<file path="src/rtl/cond_unit_banked.sv">
// Execute-stage condition unit with NBANK selectable NZCV flag banks,
// shadow save/restore, registered M-stage controls and a squash counter.
module cond_unit_banked #(
    parameter int NBANK = 4,
    parameter int CNTW  = 16,
    localparam int BSW  = (NBANK > 1) ? $clog2(NBANK) : 1
) (
    input  logic            clk,
    input  logic            reset,
    input  logic            stall,
    input  logic            flush,
    input  logic            valid,
    input  logic [3:0]      Cond,
    input  logic [3:0]      ALUFlags,
    input  logic [1:0]      FlagW,
    input  logic [BSW-1:0]  BankSel,
    input  logic            PCS,
    input  logic            RegW,
    input  logic            MemW,
    input  logic            save,
    input  logic            restore,
    input  logic            cnt_clr,
    output logic            PCSrc,
    output logic            RegWrite,
    output logic            MemWrite,
    output logic            CondEx,
    output logic            RegWriteM,
    output logic            MemWriteM,
    output logic            PCSrcM,
    output logic [3:0]      FlagsOut,
    output logic [CNTW-1:0] squash_cnt
);

    logic [3:0]      bank_q [NBANK];
    logic [3:0]      bank_d [NBANK];
    logic [3:0]      shadow_q, shadow_d;
    logic [CNTW-1:0] cnt_q, cnt_d;
    logic            rwm_q, rwm_d;
    logic            mwm_q, mwm_d;
    logic            pcm_q, pcm_d;

    logic [BSW-1:0]  sel;
    logic [3:0]      flags;
    logic            n, z, c, v;
    logic            act;
    logic            we;

    // Out-of-range bank selects fold onto bank 0
    always_comb begin
        sel = '0;
        if (int'(BankSel) < NBANK) begin
            sel = BankSel;
        end
    end

    assign flags    = bank_q[sel];
    assign {n, z, c, v} = flags;
    assign FlagsOut = flags;

    // Condition field decode against the selected bank
    always_comb begin
        CondEx = 1'b0;
        case (Cond)
            4'b0000: CondEx = z;
            4'b0001: CondEx = ~z;
            4'b0010: CondEx = c;
            4'b0011: CondEx = ~c;
            4'b0100: CondEx = n;
            4'b0101: CondEx = ~n;
            4'b0110: CondEx = v;
            4'b0111: CondEx = ~v;
            4'b1000: CondEx = c & ~z;
            4'b1001: CondEx = ~c | z;
            4'b1010: CondEx = (n == v);
            4'b1011: CondEx = (n != v);
            4'b1100: CondEx = ~z & (n == v);
            4'b1101: CondEx = z | (n != v);
            default: CondEx = 1'b1;
        endcase
    end

    assign act      = valid & ~flush & CondEx;
    assign we       = act & ~stall;
    assign PCSrc    = PCS & act;
    assign RegWrite = RegW & act;
    assign MemWrite = MemW & act;

    // Next-state for banks and shadow; restore beats a same-cycle flag write
    always_comb begin
        bank_d   = bank_q;
        shadow_d = shadow_q;
        if (we && FlagW[1]) begin
            bank_d[sel][3:2] = ALUFlags[3:2];
        end
        if (we && FlagW[0]) begin
            bank_d[sel][1:0] = ALUFlags[1:0];
        end
        if (save && !stall) begin
            shadow_d = bank_q[sel];
        end
        if (restore && !stall) begin
            bank_d[sel] = shadow_q;
        end
    end

    // Saturating squash counter; clear wins over increment
    always_comb begin
        cnt_d = cnt_q;
        if (!stall) begin
            if (cnt_clr) begin
                cnt_d = '0;
            end else if (valid && !flush && !CondEx && (cnt_q != '1)) begin
                cnt_d = cnt_q + 1'b1;
            end
        end
    end

    // M-stage copies of gated controls, frozen while stalled
    always_comb begin
        rwm_d = rwm_q;
        mwm_d = mwm_q;
        pcm_d = pcm_q;
        if (!stall) begin
            rwm_d = RegWrite;
            mwm_d = MemWrite;
            pcm_d = PCSrc;
        end
    end

    // State registers with synchronous reset
    always_ff @(posedge clk) begin
        if (reset) begin
            for (int i = 0; i < NBANK; i++) begin
                bank_q[i] <= '0;
            end
            shadow_q <= '0;
            cnt_q    <= '0;
            rwm_q    <= 1'b0;
            mwm_q    <= 1'b0;
            pcm_q    <= 1'b0;
        end else begin
            bank_q   <= bank_d;
            shadow_q <= shadow_d;
            cnt_q    <= cnt_d;
            rwm_q    <= rwm_d;
            mwm_q    <= mwm_d;
            pcm_q    <= pcm_d;
        end
    end

    assign RegWriteM  = rwm_q;
    assign MemWriteM  = mwm_q;
    assign PCSrcM     = pcm_q;
    assign squash_cnt = cnt_q;

endmodule

</file>
<file path="config.mk">
export PLATFORM = sky130hd
export DESIGN_NAME = cond_unit_banked
export DESIGN_NICKNAME = d
export VERILOG_FILES = /design/src/rtl/cond_unit_banked.sv
export SDC_FILE = /design/constraint.sdc
export NUM_CORES = 1
export LEC_CHECK = 0
export ABC_AREA = 1
export BUFFER_PORTS_ARGS = -buffer_cell sky130_fd_sc_hd__buf_4
export CORE_ASPECT_RATIO = 1.4
export CORE_UTILIZATION = 52
export CTS_CLUSTER_SIZE = 40
export DETAILED_ROUTE_END_ITERATION = 10
export HOLD_SLACK_MARGIN = 0.15
export PLACE_DENSITY = 0.79
export REMOVE_ABC_BUFFERS = 1
export SLEW_MARGIN = 20
export SYNTH_ARGS = -nofsm -noshare
export SYNTH_HDL_FRONTEND = slang
export SYNTH_SLANG_ARGS = --single-unit
export TNS_END_PERCENT = 20
</file>
<file path="constraint.sdc">
create_clock -name clk -period 2.4 [get_ports clk]
set_input_delay 0.48 -clock clk [delete_from_list [all_inputs] [get_ports clk]]
set_output_delay 0.48 -clock clk [all_outputs]
set_load 0.02 [all_outputs]
</file>
======== Yosys cells after proc, flatten, opt, wreduce, memory -nomap -nowiden ========
Index checks and enable logic that the tools add are counted.
storage, ports and cells
  output and inout bits ................... 27
  logic and storage cells ................. 77
  bits in registers ....................... 39
operators by class
  reductions and logical operators ........ 14
  equality and inequality tests ........... 16
  multiplexer cells ....................... 18
  $lt $le $gt $ge ......................... 2
  bitwise logic cells ..................... 17
  $add $sub $neg .......................... 1
operators by type and width
  kind                     count
  $mux W16                 5
  $bwmux W16               3
  $demux W4 S2             3
  $eq A4 B4 Y1 const B     6
  $add A16 B1 Y16 const B  1
  $eq A4 B3 Y1 const B     4
  $mux W4                  4
  $ne A16 B16 Y1 const B   1
  $pmux W1 S14             1
  $and A1 B1 Y1            8
  $bmux W4 S2              1
  $eq A4 B2 Y1 const B     2
  $logic_and A1 B1 Y1      8
  $not A1 Y1               6
  $eq A4 B1 Y1 const B     1
  $logic_not A4 Y1         1
  $ge A3 B3 Y1 const B     1
  $logic_not A1 Y1         3
  $lt A3 B1 Y1 const B     1
  $not A2 Y3               1
  $mux W2                  1
  $or A1 B1 Y1             2
  $reduce_and A2 Y1        1
  $reduce_bool A2 Y1       1
  2 further kinds          2

======== Logic depth before layout (Yosys ltp) ========
Gate-level depths: netlist of run 1.
  depth after elaboration ................. 15
  depth in mapped cells ................... 20
  mapped depth without buffers ............ 18

======== Least setup slack after synthesis of run 1 ========
No wires, ideal clock.
  kind .................................... input port to output port
  from .................................... input port BankSel[0]
  to ...................................... output port MemWrite
  data required time ...................... 1.920 ns
  path slack .............................. -0.132 ns
  stages on the path ...................... 18
  data arrival time ....................... 2.052 ns
  path through ............................ buf_6 > inv_2 > buf_6 > nand2_1 > nand2_1 > nand2_1 > nand2_2 > nand2_1 > nand3_1 > nor2_2 > nor2_2 > nand2_2 > nand2_2 > nor2_4 > nor2_4 > buf_4 > nand2_1 > inv_1
between the ends
  word-level cells in the longest chain between the ends .. 9
  elaborated cells on any way between the ends .. 17
  those cells by class .................... eq/ne: 2; mux: 4; bitwise: 11
ends and longest elaborated chain
  what                                          line        source
  from (decl)                                   16          input logic [BSW-1:0] BankSel,
  $not A2 Y3 (not written as such) *            56          assign flags = bank_q[sel];
  $bmux W4 S2 *                                 56
  $mux W4 (not written as such) * (2 in a row)  56
  net FlagsOut[2]                               30          output logic [3:0] FlagsOut,
  $not A1 Y1                                    65, 72, 76
  $and A1 B1 Y1, on equally long branches       76, 72
  $pmux W1 S14 *                                63          case (Cond)
  $and A1 B1 Y1 *                               82          assign act = valid & ~flush & CondEx;
  $and A1 B1 Y1 *                               86          assign MemWrite = MemW & act;
  to (decl)                                     25          output logic MemWrite,
The timed path passes the listed nets; every way through them passes the cells marked *. The select of a mux whose other input is x is not followed.

======== Worst setup path in the final report of run 1 ========
  from .................................... register bank_q[15] in the netlist's numbering
  to ...................................... output port MemWrite
between the ends
  word-level cells in the longest chain between the ends .. 8
  elaborated cells on any way between the ends .. 11
  those cells by class .................... eq/ne: 2; mux: 4; bitwise: 5
ends and longest elaborated chain
  what                                                  line    source
  from (decl)                                           34      logic [3:0] bank_q [NBANK];
  from (signal assigned)                                142     bank_q <= bank_d;
  $bmux W4 S2 *                                         56
  $mux W4 (not written as such) * (2 in a row)          56
  $ne A1 B1 Y1 / $eq A1 B1 Y1 (equally long branches)   --
  $or A1 B1 Y1 / $and A1 B1 Y1 (equally long branches)  77, 76
  $pmux W1 S14 *                                        63
  $and A1 B1 Y1 *                                       82
  $and A1 B1 Y1 *                                       86
Mark *: on every way between the ends. The rest lies on a longest branch, timed or not. The select of a mux whose other input is x is not followed.

==> flow_summary_export.csv, run 1 <==
group,metric,value,unit
status,status,"complete, no violations",
timing,period_needed,2.40,ns
floorplanning,start_util,54.9,%
clock_tree,cts_tree,"yes",
clock_tree,cts_buffers,5,
grt,grt.overflow.total,0,
timing,setup_viol,0,
detailed_routing,initialDrtViolationCount,262,
critical_path,path_class,"reg -> out",
cells_and_area,drive_above_1_share,28.2,%
timing,hold_ws,0.527,ns
clock_tree,htreeDepth,2,
detailed_routing,drtAntennaViolNets,0,
critical_path,required,1.92,ns
detailed_routing,drc,0,
pwr,p_leak,1.92,nW
critical_path,ff2ff_path_depth,19,
cells_and_area,seq_area,791,um^2
timing,min_period_over_period,99.9,%
detailed_routing,viasPerCell,5.56,
run,maxCapViolations,0,
floorplanning,die_x,67.0,um
synth,synth_area,0.00308,mm^2
cells_and_area,nFillCells,491,
critical_path,path_common_cell,"nand2_1",
cells_and_area,syn2layout_area_growth,26.0,%
grt,grt_antenna_before_repair,0,
grt,grt_pass1_vias,3282,
critical_path,startpoint_type,"flip-flop",
floorplanning,coreArea,0.00561,mm^2
critical_path,critPathMaxFanout,5,
critical_path,end_kind,"output port",
clock_tree,clock_tree.buffer_depth,2,
detailed_routing,post_drt_wl_per_cell,13.7,um
critical_path,arrival,1.92,ns
timing,timing.fmax,417,MHz
timing,relSlewSlack,65.7,%
timing,setup_ws,0.00260,ns
placed_design,place_ws,-0.0808,ns
cells_and_area,fin_util,69.2,%
synth,syn_inst,509,
synth,avgSynthCellArea,6.05,um^2
clock_tree,clk_pin_slew,0.08,ns
timing,worst_pin_slew,0.514,ns
min_path,worst_hold_path_type,"reg -> reg",
synth,yosys_warnings,0,
critical_path,worstPathCellList,"nand2_1 -> nand2_1 -> nand2_1 -> nand2_2 -> nand2_4 -> nand2_2 -> nand2_1 -> o21ai_1 -> nand3b_4 -> nor2_4 -> nor2_4 -> nand2_2 -> inv_2 -> buf_6",
clock_tree,clk_latency,0.29,ns
pwr,ir_drop,361,uV
synth,ys_ff_latch,39,
placed_design,io_buffers,49,
clock_tree,cts_root_buffer,"clkbuf_8",
floorplanning,die_y,93.1,um
grt,grt_pass1_wl,14.4,mm
critical_path,crit_path_top_delay_cell,"dfxtp_1",
cells_and_area,num-nets-final,600,
timing,skew,0.0103,ns
timing,rsz0062_at_grt,"true",
timing,slew_violations,0,
timing,finalHoldViolations,0,
grt,grt.total_usage,29.3,%
clock_tree,clock-sinks,39,
cells_and_area,num_antenna_cells,0,
floorplanning,row_count,32,
critical_path,slowest_delay,0.42,ns
floorplanning,die_area,0.00624,mm^2
placed_design,gp_congestion,0.903,
detailed_routing,firstDrtPassIters,5,
detailed_routing,vias,3576,
grt,grt_max_degree,33,
min_path,hold_path_depth,2,
detailed_routing,routed_wl,8.80,mm
cells_and_area,multi_input_area,0.00195,mm^2
pwr,p_per_area,403,mW/mm^2
timing,fin_setup_tns,0,ns
placed_design,hpwl,6.10,mm
floorplanning,io_pins,50,
synth,synth_seq_area_share,25.4,%
synth,yosysUniqueCellTypes,31,
==> cell usage in the layout, fill, tap and decap left out, drive strengths merged <==
cell    count
nand2     148
buf        84
inv        75
o21ai      59
nand3      59
dfxtp      39
nor2       34
a21oi      25
nand4      22
xnor2       6
xor2        6
clkbuf      6
nor3        6
nand3b      2
o211ai      1
nor4        1
nor3b       1
ha          1
==> per-layer routing <==
metal / up-vias / track usage (%) / routed length (um)
met5: - / 0 / 0
met4: 0 / 12.4 / 306
met3: 29 / 3.78 / 520
met2: 170 / 52.5 / 4560
met1: 1609 / 33.7 / 3410
li1: 1768 / - / -
==> cell usage after synthesis, drive strengths merged <==
library cell    n  area share, %
a21oi          25            5.3
buf             8            2.5
clkbuf         16            2.0
dfxtp          39             25
ha              1           0.41
inv            75            9.1
nand2         148             20
nand3          59            9.8
nand3b          2           0.89
nand4          22            4.5
nor2           34            5.0
nor3            6           0.98
nor3b           1           0.24
nor4            1           0.20
o211ai          1           0.69
o21ai          59            9.6
xnor2           6            1.7
xor2            6            1.7
==> per-stage QoR <==
stage	std cells	power (mW)	instance area (um^2)
6_report	643	1.56	3880
3_3_place_gp	626	1.10	3570
3_5_place_dp	626	1.11	3570
4_1_cts	641	1.55	3810
5_1_grt	643	1.64	3880
2_1_floorplan	485	0.937	2940
==> worst max-delay path, delay by kind of cell (launching register included) <==
| family | cells | cell delay, ns |
|---|---|---|
| AND/OR/NAND/NOR | 11 | 0.94 |
| flip-flops | 1 | 0.42 |
| buffers and inverters | 2 | 0.18 |
| AO/OA/AOI/OAI | 1 | 0.07 |
==> power breakdown <==
| part | internal (mW) | switching [mW] | total [mW] |
|---|---|---|---|
| registers | 0.675 | 0.0249 | 0.700 |
| clock network | 0.194 | 0.226 | 0.420 |
| logic | 0.176 | 0.267 | 0.443 |
==> sequential cells by signal, indices dropped and copies added (netlist names) <==
name,flops
MemWriteM,1
shadow_q,4
PCSrcM,1
RegWriteM,1
bank_q,16
squash_cnt,16
==> logic make-up (layout without fill, tap and decap cells) <==
family	count (synthesis)	after routing	share of synthesized area, %
AO/OA/AOI/OAI	85	85	15.6
adder cells (fa/ha/maj)	1	1	0.406
buffers and inverters	99	165	13.6
flip-flops	39	39	25.4
AND/OR/NAND/NOR	273	273	41.6
XOR/XNOR	12	12	3.41
==> cell type report <==
type | instances | share of cell area [%]
clock buffers | 6 | 1.87
repair buffers | 84 | 17.7
multi-input cells | 371 | 50.4
flip-flops and latches | 39 | 20.4
inverters | 75 | 7.51
well taps | 68 | 2.19
==> worst paths after layout <==
check           startpoint             to  slack [ns]
min reg2reg  squash_cnt[1]  squash_cnt[1]        0.53
min          squash_cnt[1]  squash_cnt[1]        0.53
max reg2reg     bank_q[15]      MemWriteM        0.04
max             bank_q[15]       MemWrite       0.003
==> what timing repair did <==
action	in CTS	in global routing
pin swaps	16	13
gates cloned	1	0
setup buffers	8	2
gates resized for setup	24	22
endpoints found under the setup margin	3	21
hold endpoints to repair	0	0
hold buffers	0	0
Note: power is estimated with default switching activity, not from simulation.
==> inputs of run 2 (changes only) <==
--- a/config.mk
+++ b/config.mk
@@ -8,12 +8,14 @@
 export ABC_AREA = 1
 export BUFFER_PORTS_ARGS = -buffer_cell sky130_fd_sc_hd__buf_4
 export CORE_ASPECT_RATIO = 1.4
+export CORE_MARGIN = 3
 export CORE_UTILIZATION = 52
 export CTS_CLUSTER_SIZE = 40
 export DETAILED_ROUTE_END_ITERATION = 10
 export HOLD_SLACK_MARGIN = 0.15
 export PLACE_DENSITY = 0.79
 export REMOVE_ABC_BUFFERS = 1
+export SKIP_LAST_GASP = 1
 export SLEW_MARGIN = 20
 export SYNTH_ARGS = -nofsm -noshare
 export SYNTH_HDL_FRONTEND = slang
==> constraint.sdc (replaced) <==
create_clock -name clk -period 2.4 [get_ports clk]
set_input_delay 0.48 -clock clk [delete_from_list [all_inputs] [get_ports clk]]
set_output_delay 0.48 -clock clk [all_outputs]
set_load 0.005 [all_outputs]
==> run 2 against run 1 <==
  * Sequential power hardly changed
  * Clock power is 9.3% higher
  * Power is 2.0% higher
  * Routed wire length is 0.92% higher
  * Global-route usage is 3.3 points lower
  * Final area is 2.2% higher
  * Cell count is 0.31% higher
  * Worst setup slack better by 0.039 ns
  * Sequential cell count stayed put
  * Non-clock buffer count is 1 higher
  * Sequential share of layout area is 0.059 points lower
  * Critical endpoint is now RegWrite
  * Largest power group unchanged
  * Highest routed layer unchanged
==> flow_summary_export.csv, run 2 (synthesis gave the netlist of run 1 again) <==
group,metric,value,unit
grt,grt_pass1_vias,3322,
grt,grt_max_degree,33,
critical_path,critPathBufInv,4,
detailed_routing,post_drt_wl_per_cell,13.8,um
critical_path,critPathTopFamily,"simple AND/OR/NAND/NOR gates",
grt,use_met3,4.24,%
grt,grt.total_usage,26.1,%
clock_tree,cts_tree,"yes",
min_path,worst_hold_path_type,"reg -> reg",
critical_path,end_kind,"output port",
cells_and_area,num_antenna_cells,0,
status,status,"complete, no violations",
timing,skew,0.0129,ns
timing,hold_ws,0.533,ns
floorplanning,io_pins,50,
critical_path,required,1.92,ns
grt,grt.overflow.total,0,
critical_path,crit_path_top_delay_cell,"nand3b_4",
cells_and_area,final_common_cell,"nand2_1",
grt,met1_usage,29.5,%
floorplanning,die_area,0.00689,mm^2
critical_path,slowest_delay,0.16,ns
placed_design,dpl.cell_count,626,
placed_design,hpwl,6.25,mm
timing,period_needed,2.36,ns
timing,slew_violations,0,
timing,rsz0062_at_grt,"true",
timing,setup_viol,0,
clock_tree,cts_buffers,5,
critical_path,critPathMaxFanout,8,
cells_and_area,drive_above_1_share,30.7,%
clock_tree,cts_root_buffer,"clkbuf_8",
grt,busiest_layer,"met2",
clock_tree,clock-sinks,39,
timing,setup_ws,0.0414,ns
timing,relSlewSlack,65.1,%
clock_tree,htreeDepth,2,
critical_path,worstPathCellList,"buf_12 -> buf_8 -> nand2_1 -> nand2_1 -> nand2_1 -> nand2_2 -> nand2_4 -> nand2_4 -> nand2_1 -> o21ai_2 -> nand3b_4 -> nor2_4 -> nor2_4 -> nand2_2 -> inv_1 -> buf_4",
floorplanning,die_y,97.1,um
clock_tree,clock_tree.buffer_depth,2,
critical_path,path_class,"in -> out",
grt,grt_use_met2,47.2,%
critical_path,startpoint_type,"primary input",
detailed_routing,drtAntennaViolNets,0,
clock_tree,clk_latency,0.29,ns
run,maxCapViolations,0,
pwr,power.total,1.59,mW
detailed_routing,routed_wl,8.88,mm
grt,grt_antenna_before_repair,0,
detailed_routing,firstDrtPassIters,5,
timing,finalHoldViolations,0,
timing,worst_pin_slew,0.522,ns
critical_path,arrival,1.88,ns
pwr,p_leak,1.96,nW
detailed_routing,initialDrtViolationCount,364,
floorplanning,die_x,71.0,um
pwr,p_per_area,402,mW/mm^2
placed_design,gp_congestion,0.953,
detailed_routing,viasPerCell,5.53,
placed_design,place_ws,-0.0761,ns
pwr,ir_drop,351,uV
timing,min_period_over_period,98.3,%
clock_tree,ctsHoldBuffers,0,
grt,grt_pass1_wl,15.0,mm
timing,timing.fmax,424,MHz
clock_tree,clk_pin_slew,0.07,ns
cells_and_area,fin_util,70.7,%
cells_and_area,num-nets-final,601,
cells_and_area,final_cells,645,
cells_and_area,layout_common_cells,"nand2_1 (114), buf_4 (79), inv_1 (70)",
cells_and_area,syn2layout_area_growth,28.8,%
detailed_routing,vias,3566,
floorplanning,start_util,54.9,%
critical_path,path_common_cell,"nand2_1",
floorplanning,coreArea,0.00561,mm^2
placed_design,io_buffers,49,
detailed_routing,drc,0,
floorplanning,row_count,32,
run 2: cell types whose count changed in the layout (fill, tap and decap cells not counted), moves of 2 or more:
cell	change
buf_4	+2
nand3_1	-4
o21ai_2	+2
nand2_1	-4
dfxtp_4	+4
nand2_2	+3
nor2_4	+2
dfxtp_1	-4
nand3_2	+4
run 2: path summary, 6_finish.rpt:
kind              cells after the start             to          start  slack [ns]
setup reg to reg                     10  squash_cnt[5]  squash_cnt[1]        0.23
hold reg to reg                       2  squash_cnt[1]  squash_cnt[1]        0.53
setup / recovery                     16       RegWrite     BankSel[0]        0.04
hold / removal                        2  squash_cnt[1]  squash_cnt[1]        0.53
run 2: cell type report:
type | count | area (um^2)
Multi-Input combinational cell | 371 | 2000
Sequential cell | 39 | 806
Inverter | 75 | 297
Timing Repair Buffer | 85 | 689
Tap cell | 68 | 85.1
Clock buffer | 6 | 82.6
Clock inverter | 1 | 5.00
Fill cell | 501 | 1640
run 2: stage by stage:
step	area (um^2)	TNS, ns
global route	3970	-0.194
detailed placement	3570	-0.226
finish	3970	0
floorplan	2940	0
CTS	3790	0
global placement	3570	0
run 2: where the power goes:
group	switching, mW	internal [mW]	leakage [nW]
Sequential	0.0239	0.674	0.324
Combinational	0.260	0.178	1.59
Clock	0.233	0.226	0.0470
run 2: layer usage:
layer	routed length, um	part of all wire, %
met5	0	0
met4	142	1.6
met3	572	6.4
met2	4720	53
met1	3440	39
run 2: repair_timing:
| action | in CTS | in global routing |
|---|---|---|
| cloned | 1 | 0 |
| setup buffers | 4 | 7 |
| setup endpoints to repair | 3 | 20 |
| pin swaps | 20 | 18 |
| resized for setup | 27 | 39 |
run 2: tightest hold or removal path, cell delays in order, from the launching register on:
cell     delay [ns]
dfxtp_1        0.34
nand3_1        0.09
a21oi_1        0.06
==> inputs of run 3 (changes only) <==
--- a/config.mk
+++ b/config.mk
@@ -15,6 +15,7 @@
 export HOLD_SLACK_MARGIN = 0.15
 export PLACE_DENSITY = 0.79
 export REMOVE_ABC_BUFFERS = 1
+export SETUP_SLACK_MARGIN = 0.05
 export SKIP_LAST_GASP = 1
 export SLEW_MARGIN = 20
 export SYNTH_ARGS = -nofsm -noshare
==> run 3 against run 2 <==
  * Critical path depth fell by 3
  * Sequential power barely moved
  * Register-to-register slack improved by 0.10 ns
  * Clock skew rose by 0.0014 ns
  * Fmax rose by 0.56%
  * Global-route usage barely moved
  * Die area did not move
  * Combinational power barely moved
  * Worst setup slack improved by 0.013 ns
  * Critical endpoint is now MemWrite
==> flow_summary_export.csv, run 3 (synthesis gave the netlist of run 1 again) <==
group,metric,value,unit
critical_path,slowest_delay,0.35,ns
clock_tree,cts_tree,"yes",
critical_path,critPathTopFamily,"simple AND/OR/NAND/NOR gates",
timing,rsz0062_at_grt,"true",
clock_tree,cts_buffers,5,
cells_and_area,layout_common_cells,"nand2_1 (112), buf_4 (79), inv_1 (68)",
critical_path,path_common_cell,"nor2_4",
placed_design,hpwl,6.25,mm
status,status,"complete, no violations",
clock_tree,clk_latency,0.30,ns
detailed_routing,firstDrtPassIters,6,
grt,grt_antenna_before_repair,0,
floorplanning,die_y,97.1,um
floorplanning,start_util,54.9,%
min_path,min_from,"reset",
grt,grt.overflow.total,0,
critical_path,critPathMaxFanout,5,
pwr,p_per_area,404,mW/mm^2
pwr,p_leak,1.96,nW
cells_and_area,num_antenna_cells,0,
run,maxCapViolations,0,
critical_path,crit_path_top_delay_cell,"dfxtp_2",
clock_tree,clk_pin_slew,0.08,ns
pwr,power.total,1.60,mW
cells_and_area,drive_above_1_share,30.8,%
timing,skew,0.0142,ns
timing,timing.fmax,426,MHz
detailed_routing,post_drt_wl_per_cell,13.8,um
min_path,holdPathEnd,"squash_cnt[11]",
cells_and_area,num-nets-final,601,
clock_tree,cts_root_buffer,"clkbuf_8",
cells_and_area,final_cells,645,
timing,slew_violations,0,
pwr,ir_drop,352,uV
timing,finalHoldViolations,0,
grt,grt.total_usage,26.1,%
clock_tree,htreeDepth,2,
critical_path,startpoint_type,"flip-flop",
critical_path,critPathBufInv,2,
placed_design,placed_cell_area,0.00357,mm^2
detailed_routing,vias,3585,
placed_design,gp_congestion,0.953,
detailed_routing,initialDrtViolationCount,353,
grt,grt_pass1_wl,15.0,mm
timing,hold_ws,0.530,ns
floorplanning,die_area,0.00689,mm^2
grt,grt_max_degree,33,
timing,worst_pin_slew,0.513,ns
critical_path,arrival,1.87,ns
clock_tree,clock-sinks,39,
min_path,hold_path_depth,2,
detailed_routing,drc,0,
critical_path,critPathLaunch,"bank_q[7]",
placed_design,dpl.cell_count,626,
timing,setup_viol,0,
cells_and_area,syn2layout_area_growth,28.6,%
clock_tree,ctsHoldBuffers,0,
placed_design,io_buffers,49,
timing,min_period_over_period,97.7,%
critical_path,end_kind,"output port",
critical_path,r2r-start,"squash_cnt[1]",
detailed_routing,routed_wl,8.93,mm
critical_path,path_class,"reg -> out",
cells_and_area,fin_util,70.6,%
critical_path,worstPathCellList,"nand3_2 -> nand2_2 -> nor2_4 -> nand2_4 -> nand2_4 -> nand2_1 -> o21ai_2 -> nand3b_4 -> nor2_4 -> nor2_4 -> nand2_2 -> inv_2 -> buf_6",
detailed_routing,drtAntennaViolNets,0,
cells_and_area,stdcell_area,0.00396,mm^2
floorplanning,die_x,71.0,um
min_path,worst_hold_path_type,"in -> reg",
floorplanning,row_count,32,
critical_path,worstReg2RegEnd,"squash_cnt[5]",
cells_and_area,final_common_cell,"nand2_1",
critical_path,r2r_slack,0.33,ns
floorplanning,coreArea,0.00561,mm^2
critical_path,required,1.92,ns
floorplanning,io_pins,50,
detailed_routing,viasPerCell,5.56,
clock_tree,clock_tree.buffer_depth,2,
timing,period_needed,2.35,ns
timing,relSlewSlack,65.7,%
critical_path,ff2ff_path_depth,10,
grt,grt_pass1_vias,3353,
## run 3: area by class of cell
| type | count | area (um^2) |
|---|---|---|
| clock inverter | 1 | 5.00 |
| clock buffer | 6 | 82.6 |
| fill | 502 | 1650 |
| sequential | 39 | 802 |
| tap | 68 | 85.1 |
| timing repair buffer | 85 | 689 |
| multi-input combinational | 371 | 2000 |
| inverter | 75 | 297 |
## run 3: how the worst max path moves through the flow
stage	endpoint	slack [ns]	depth (start not counted)
floorplan	MemWrite	0.20	15
global placement	MemWrite	0.002	17
detailed placement	MemWrite	-0.08	17
CTS	MemWrite	0.003	16
global route	MemWrite	-0.06	14
finish	MemWrite	0.05	13
## run 3: per-layer routing
layer  up-vias  part of all wire, %  global-route usage (%)
li1       1779                    -                       -
met1      1627                   38                    29.4
met2       154                   52                    46.5
met3        25                  6.8                    4.24
met4         0                  3.2                    12.9
met5         -                    0                       0
## run 3: where the power goes
group	total, mW	switching, mW	internal (mW)
combinational	0.436	0.259	0.178
clock	0.465	0.239	0.226
sequential	0.698	0.0242	0.674
## run 3: repair_timing
item	4_1_cts	5_1_grt
setup buffers	5	6
cloned	1	0
endpoints found under the setup margin	3	20
pin swaps	23	18
resized for setup	32	34
## run 3: through the flow
stage / TNS (ns) / worst slack, ns
after floorplan: 0 / 0.203
after global placement: 0 / 0.00246
after detailed placement: -0.226 / -0.0761
after CTS: 0 / 0.00325
after global routing: -0.167 / -0.0635
final: 0 / 0.0544
## run 3: worst register-to-register path, stage by stage, from the launching register on
cell and delay, ns:
dfxtp_1 0.38, ha_1 0.22, nand2_1 0.09, nor3_2 0.24, inv_1 0.12, nor3_2 0.14
nand2_1 0.11, o211ai_4 0.24, buf_4 0.22, nand3_1 0.09, a21oi_1 0.15
